===== src/rtl/serial_frame_tx_if.sv =====
// Valid/ready word handshake feeding the serial frame transmitter.
interface serial_frame_tx_if #(
  parameter int unsigned DATA_W = 8
);
  logic [DATA_W-1:0] tx_data;
  logic              tx_valid;
  logic              tx_ready;

  modport master (output tx_data, output tx_valid, input tx_ready);
  modport slave  (input tx_data, input tx_valid, output tx_ready);
endinterface


===== src/rtl/serial_frame_tx.sv =====
// Framed serial transmitter: start bit (0), DATA_W data bits LSB-first, stop bit (1),
// each bit held CLKS_PER_BIT clocks on a registered, idle-high line.
module serial_frame_tx #(
  parameter int unsigned DATA_W       = 8,
  parameter int unsigned CLKS_PER_BIT = 4
) (
  input  logic              clk,
  input  logic              rst_n,
  serial_frame_tx_if.slave  tx,
  output logic              tx_out,
  output logic              busy,
  output logic              done
);
  localparam int unsigned BIT_W  = (DATA_W > 1)       ? $clog2(DATA_W)       : 1;
  localparam int unsigned BAUD_W = (CLKS_PER_BIT > 1) ? $clog2(CLKS_PER_BIT) : 1;
  localparam logic [BIT_W-1:0]  LAST_BIT  = BIT_W'(DATA_W - 1);
  localparam logic [BAUD_W-1:0] LAST_BAUD = BAUD_W'(CLKS_PER_BIT - 1);

  typedef enum logic [1:0] {IDLE, START, DATA, STOP} state_e;

  state_e              state_q, state_d;
  logic [DATA_W-1:0]   shift_q, shift_d, shift_nxt;
  logic [BIT_W-1:0]    bit_q, bit_d;
  logic [BAUD_W-1:0]   baud_q, baud_d;
  logic                tx_q, tx_d;
  logic                done_q, done_d;
  logic                accept, bit_end, last_bit;

  assign accept    = (state_q == IDLE) && tx.tx_valid;
  assign bit_end   = (baud_q == LAST_BAUD);
  assign last_bit  = (bit_q == LAST_BIT);
  assign shift_nxt = shift_q >> 1;

  always_ff @(posedge clk or negedge rst_n) begin
    if (!rst_n) begin
      state_q <= IDLE;
      shift_q <= '0;
      bit_q   <= '0;
      baud_q  <= '0;
      tx_q    <= 1'b1;
      done_q  <= 1'b0;
    end else begin
      state_q <= state_d;
      shift_q <= shift_d;
      bit_q   <= bit_d;
      baud_q  <= baud_d;
      tx_q    <= tx_d;
      done_q  <= done_d;
    end
  end

  always_comb begin
    state_d = state_q;
    unique case (state_q)
      IDLE:  if (accept) state_d = START;
      START: if (bit_end) state_d = DATA;
      DATA:  if (bit_end && last_bit) state_d = STOP;
      STOP:  if (bit_end) state_d = IDLE;
      default: state_d = IDLE;
    endcase
  end

  // Line value is computed one edge ahead so tx_out is always a flop output.
  always_comb begin
    shift_d = shift_q;
    bit_d   = bit_q;
    baud_d  = baud_q;
    tx_d    = tx_q;
    done_d  = 1'b0;
    if (state_q == IDLE) begin
      if (accept) begin
        shift_d = tx.tx_data;
        bit_d   = '0;
        baud_d  = '0;
        tx_d    = 1'b0;
      end
    end else begin
      baud_d = bit_end ? '0 : baud_q + 1'b1;
      if (bit_end) begin
        unique case (state_q)
          START: begin
            tx_d  = shift_q[0];
            bit_d = '0;
          end
          DATA: begin
            if (last_bit) begin
              tx_d = 1'b1;
            end else begin
              shift_d = shift_nxt;
              tx_d    = shift_nxt[0];
              bit_d   = bit_q + 1'b1;
            end
          end
          STOP: begin
            tx_d   = 1'b1;
            done_d = 1'b1;
          end
          default: tx_d = 1'b1;
        endcase
      end
    end
  end

  assign tx.tx_ready = (state_q == IDLE);
  assign busy        = (state_q != IDLE);
  assign tx_out      = tx_q;
  assign done        = done_q;
endmodule


===== src/flat_wrapper.sv =====
// flat-port wrapper written by rule: the top's interface ports become plain ports
module serial_frame_tx_flat 
#(
  parameter int unsigned DATA_W       = 8,
  parameter int unsigned CLKS_PER_BIT = 4
)
  (clk, rst_n, tx_out, busy, done, tx_tx_data, tx_tx_valid, tx_tx_ready);
  serial_frame_tx_if #(.DATA_W(DATA_W)) tx_i ();
  input  logic clk;
  input  logic rst_n;
  output logic tx_out;
  output logic busy;
  output logic done;
  input wire logic [$bits(tx_i.tx_data)-1:0] tx_tx_data;
  input wire logic [$bits(tx_i.tx_valid)-1:0] tx_tx_valid;
  output wire logic [$bits(tx_i.tx_ready)-1:0] tx_tx_ready;
  assign tx_i.tx_data = tx_tx_data;
  assign tx_i.tx_valid = tx_tx_valid;
  assign tx_tx_ready = tx_i.tx_ready;
  serial_frame_tx #(.DATA_W(DATA_W), .CLKS_PER_BIT(CLKS_PER_BIT)) u_core (.clk(clk), .rst_n(rst_n), .tx(tx_i), .tx_out(tx_out), .busy(busy), .done(done));
endmodule

===== config.mk =====
export PLATFORM = sky130hd
export DESIGN_NAME = serial_frame_tx_flat
export DESIGN_NICKNAME = d
export VERILOG_FILES = /design/src/rtl/serial_frame_tx_if.sv /design/src/rtl/serial_frame_tx.sv /design/src/flat_wrapper.sv
export SDC_FILE = /design/constraint.sdc
export NUM_CORES = 1
export LEC_CHECK = 0
export BUFFER_PORTS_ARGS = -buffer_cell sky130_fd_sc_hd__buf_2
export CORE_AREA = 2 2 57 43
export DETAILED_ROUTE_END_ITERATION = 10
export DIE_AREA = 0 0 59 45
export PLACE_DENSITY = 0.73
export SLEW_MARGIN = 20
export SYNTH_ARGS = -nofsm -noshare
export SYNTH_HDL_FRONTEND = slang
export SYNTH_SLANG_ARGS = --single-unit

===== constraint.sdc =====
create_clock -name clk -period 2.8 [get_ports clk]
set_input_delay 0.28 -clock clk [delete_from_list [all_inputs] [get_ports clk]]
set_output_delay 0.28 -clock clk [all_outputs]
set_load 0.02 [all_outputs]

* Word-level counts from Yosys, hierarchy flattened *
Index checks and enable logic that the tools add are counted.

operators by class
  $add $sub $neg = 2
  equal/unequal tests = 11
  multiplexer cells = 26
  reduce and logical (&&, ||, !) cells = 11

operator list
  kind                                                  count
  two-way mux 8 bit                                     5
  two-way mux 2 bit                                     7
  two-way mux 3 bit                                     4
  AND reduction 4 bit                                   3
  != test 2 x 1 -> 1 bit (second input constant)        4
  case mux 2 bit (4 select lines)                       1
  two-way mux 1 bit                                     7
  equality test 2 bit (second input constant)           3
  case mux 3 bit (2 select lines)                       1
  nonzero test 2 bit                                    3
  adder 3 x 1 -> 3 bit (second input constant)          1
  equality test 3 bit (second input constant)           1
  != test 3 bit (second input constant)                 1
  nonzero test 3 bit                                    1
  adder 2 x 1 -> 2 bit (second input constant)          1
  equality test 2 x 1 -> 1 bit (second input constant)  1
  logical AND 1 bit                                     2
  zero test 2 bit                                       1
  != test 2 bit (second input constant)                 1
  case mux 1 bit (2 select lines)                       1
  AND reduction 2 bit                                   1

storage, ports and cells
  flip-flop bits (word level) = 17
  input port bits = 11
  output and inout port bits = 4
  logic and storage cells = 56

* Logic depth before layout (Yosys ltp) *
  depth after elaboration = 5
  mapped depth = 7
  mapped depth without buffers = 5

* Worst setup path before layout *
No wires, ideal clock.

  path kind = register to register
  start point = register u_core.state_q[0]
  end point = register u_core.shift_q[1]
  library setup time = 0.125 ns
  data arrival time = 1.813 ns
  data required time = 2.675 ns
  slack = 0.862 ns
  cell stages (with the launch flop) = 7
  path buffers = 2
  clock period less this slack = 1.938 ns
  path through = dfrtp_1 inv_1 ha_1 buf_6 clkbuf_1 mux2_2 mux2_2

between the ends
  cells in the longest elaborated chain, start to end = 4
  elaborated cells between the ends (all ways) = 9
  those cells by class = eq/ne (3); mux (1); reduce/logical (5)

ends and longest elaborated chain
  what                                     RTL line               RTL
  from (decl)                              serial_frame_tx.sv:21  state_e state_q, state_d;
  from (signal assigned)                   serial_frame_tx.sv:43  state_q <= state_d;
  zero test 2 bit (*)                      --
  named net tx_tx_ready                    flat_wrapper.sv:16     output wire logic [$bits(tx_i.tx_ready)-1:0] tx_tx_ready;
  logical AND 1 bit                        serial_frame_tx.sv:29  assign accept = (state_q == IDLE) && tx.tx_valid;
  != test 2 x 1 -> 1 bit (no source line)  --
  AND reduction 4 bit (no source line)     --
  to (signal assigned)                     serial_frame_tx.sv:44  shift_q <= shift_d;
  to (decl)                                serial_frame_tx.sv:22  logic [DATA_W-1:0] shift_q, shift_d, shift_nxt;

The timed path passes the listed nets; every way through them passes the cells marked *.
A chain may end at the register's enable or synchronous reset.

* Worst setup path in the final report *
  start point = register u_core.state_q[0]
  end point = register u_core.state_q[1]

between the ends
  cells in the longest elaborated chain, start to end = 4
  elaborated cells between the ends (all ways) = 11
  those cells by class = eq/ne (7); mux (1); reduce/logical (3)

ends and longest elaborated chain
  what                                     RTL line
  zero test 2 bit                          serial_frame_tx.sv:29, serial_frame_tx.sv:54
  logical AND 1 bit                        serial_frame_tx.sv:29
  != test 2 x 1 -> 1 bit (no source line)  --
  AND reduction 4 bit (no source line)     --

Parallel ways exist; a longest one is shown, timed or not.

==> out/metrics.csv <==
stage;metric;value;unit
run_status;status;complete, no violations;
power_and_ir_drop;peakVddDrop;0.503;mV
sta;hold_violations;0;
clock_network;numCtsBuffers;3;
routing;postRouteAntennaNets;0;
synth;yosysSeqAreaShare;46.1;%
setup_path;worstPathMaxFanout;17;
floorplan;die_width;59;µm
synth;synth_cell_types;25;
place;portBuffers;14;
clock_network;clkSlewWorstSetupHoldPaths;0.09;ns
cells_and_area;syn2layout_area_growth;13.1;%
cells_and_area;final_common_cell;dfrtp_1;
sta;final.setup.tns;0;ns
power_and_ir_drop;power_density;1130;nW/µm²
cells_and_area;fin_nets;113;
setup_path;critPathCaptureType;flop;
setup_path;worstSetupPathType;flop to flop;
routing;drt_first_iter_violations;8;
sta;tightest_slew;0.598;ns
global_route;grt_use_total;14.9;%
clock_network;cts_num_sinks;17;
floorplan;start_util;44.8;%
setup_path;r2r_slack;0.62;ns
setup_path;critPathLaunchType;flop;
clock_network;cts_tree;done;
place;hpwlAfterDp;1270;µm
global_route;grt_pass1_wl;2870;µm
place;pre_cts_ws;0.605;ns
floorplan;dieArea;2660;µm²
cells_and_area;layout_common_cells;dfrtp_1, mux2_2, buf_2;
routing;drc;0;
sta;maxSlewHeadroom;60.1;%
global_route;grt_pass1_vias;649;
clock_network;cts.repair.resized;0;
routing;firstDrtPassIters;4;
routing;drt-total-wl;1640;µm
power_and_ir_drop;leakage;0.520;nW
global_route;grt_max_degree;18;
synth;yosysTopAreaCell;dfrtp_1;
sta;setup_violations;0;
synth;ys_ff_latch;17;
global_route;gr-total-overflow;0;
sta;final.min_clock_period;2.18;ns
floorplan;die_h;45;µm
synth;synth_warnings;0;
run;cap_violations;0;
sta;rsz0062_at_grt;false;
cells_and_area;drive_above_1_share;36.6;%
clock_network;clockBufferDepth;2;
sta;min_period_over_period;78.0;%
clock_network;ctsRootBufferMaster;clkbuf_4;
cells_and_area;fillers;199;
floorplan;io_pins;15;
place;place.gp.congestion;0.801;
global_route;antenna_found_initial;0;
worst_hold_path;worstHoldPathType;input pin to flop;
routing;num_vias;607;
synth;synth_top_area_share;43.2;%
sta;fmax;0.458;GHz
sta;slew_violations;0;
clock_network;h-tree-depth;1;
synth;synth_fp_nets;95;
setup_path;cp.required;2.98;ns
floorplan;coreArea;2070;µm²
sta;fin_skew;0.000632;ns
setup_path;arrival;2.36;ns
clock_network;clock_latency;0.28;ns
sta;setup_slack;0.616;ns
synth;avgSynthCellArea;12.2;µm²
cells_and_area;diodes;0;
synth;netlist_area;926;µm²
synth;synth_area_leaders;dfrtp_1, mux2_2, ha_1;
routing;viasPerCell;5.19;
floorplan;rows;14;
routing;wl_per_cell;14.0;µm
synth;synthCells;76;
## area by class of cell
| class | instances | area [µm²] | area share (%) |
|---|---|---|---|
| multi-input combinational | 53 | 469 | 44.8 |
| sequential | 17 | 427 | 40.7 |
| timing repair buffer | 15 | 80.1 | 7.65 |
| tap | 24 | 30.0 | 2.87 |
| clock buffer | 4 | 26.3 | 2.51 |
| inverter | 4 | 15.0 | 1.43 |
## path summary, 6_finish.rpt
| kind | depth (start not counted) | from | to |
|---|---|---|---|
| max reg2reg | 5 | u_core.state_q[0]$_DFFE_PN0P_ | u_core.state_q[1]$_DFFE_PN0P_ |
| max in group asynchronous | 2 | rst_n | u_core.tx_out$_DFFE_PN1P_ |
| min | 3 | tx_tx_data[7] | u_core.shift_q[7]$_DFFE_PN0P_ |
| min reg2reg | 1 | u_core.bit_q[2]$_DFFE_PN0P_ | u_core.bit_q[2]$_DFFE_PN0P_ |
| min in group asynchronous | 2 | rst_n | u_core.shift_q[2]$_DFFE_PN0P_ |
| max | 5 | u_core.state_q[0]$_DFFE_PN0P_ | u_core.state_q[1]$_DFFE_PN0P_ |
## worst max-delay path: stages, from the launching register on
cell and delay (ns):
dfrtp_1 0.43, inv_1 0.11, ha_1 0.54, inv_1 0.26, o221ai_1 0.35, mux2_2 0.37
## timing repair
action / CTS / global route
hold buffers: 1 / 0
endpoints found under the hold margin: 16 / 0
buffers inserted: 0 / 0
## power breakdown
| group | leakage [nW] | switching, mW | internal [mW] | total, mW |
|---|---|---|---|---|
| sequential | 0.212 | 0.0742 | 0.367 | 0.441 |
| combinational | 0.293 | 0.305 | 0.313 | 0.617 |
| clock | 0.0150 | 0.0715 | 0.0554 | 0.127 |
## routing by layer
metal  GRT usage (%)  routed length (µm)
met5               0                   0
met4            2.73                   0
met2            24.2                 692
met3            6.02                  67
met1            19.0                 879
## registers in the layout (all words and copies together), names as in the netlist
name	flops
u_core.shift_q	8
u_core.bit_q	3
u_core.baud_q	2
u_core.state_q	2
u_core.done	1
u_core.tx_out	1
## cells by family (layout without fill, tap and decap cells)
kind of cell,after synthesis,after routing,synth area share (%)
DFF,17,17,46.1
AOI/OAI and AO/OA,12,12,9.60
and+or+nand+nor,16,16,9.59
adders and majority gates,8,8,10.8
buffers and inverters,6,23,3.24
muxes,17,17,20.7
## synthesized netlist by cell type (all sizes together)
cell    number
o21bai       1
nand2        4
and3         3
dfstp        1
nor3b        1
a41oi        1
mux2        17
or3          1
a22o         2
a22oi        1
a221o        1
o221ai       1
dfrtp       16
nor2         3
o21ai        5
nand3        1
nand2b       2
ha           8
buf          1
inv          4
nor3         1
clkbuf       1
## through the flow
step / util (%) / hold slack (ns) / power, mW / std cells / instance area, µm²
after global placement: 48.9 / 0.216 / 1.03 / 112 / 1010
final: 50.7 / 0.233 / 1.19 / 117 / 1050
after global routing: 50.7 / 0.256 / 1.29 / 117 / 1050
after detailed placement: 48.9 / 0.220 / 1.07 / 112 / 1010
after floorplan: - / -0.0156 / 0.934 / 76 / 926
after CTS: 50.7 / 0.228 / 1.20 / 117 / 1050
Power figures use the tool's default switching activity.
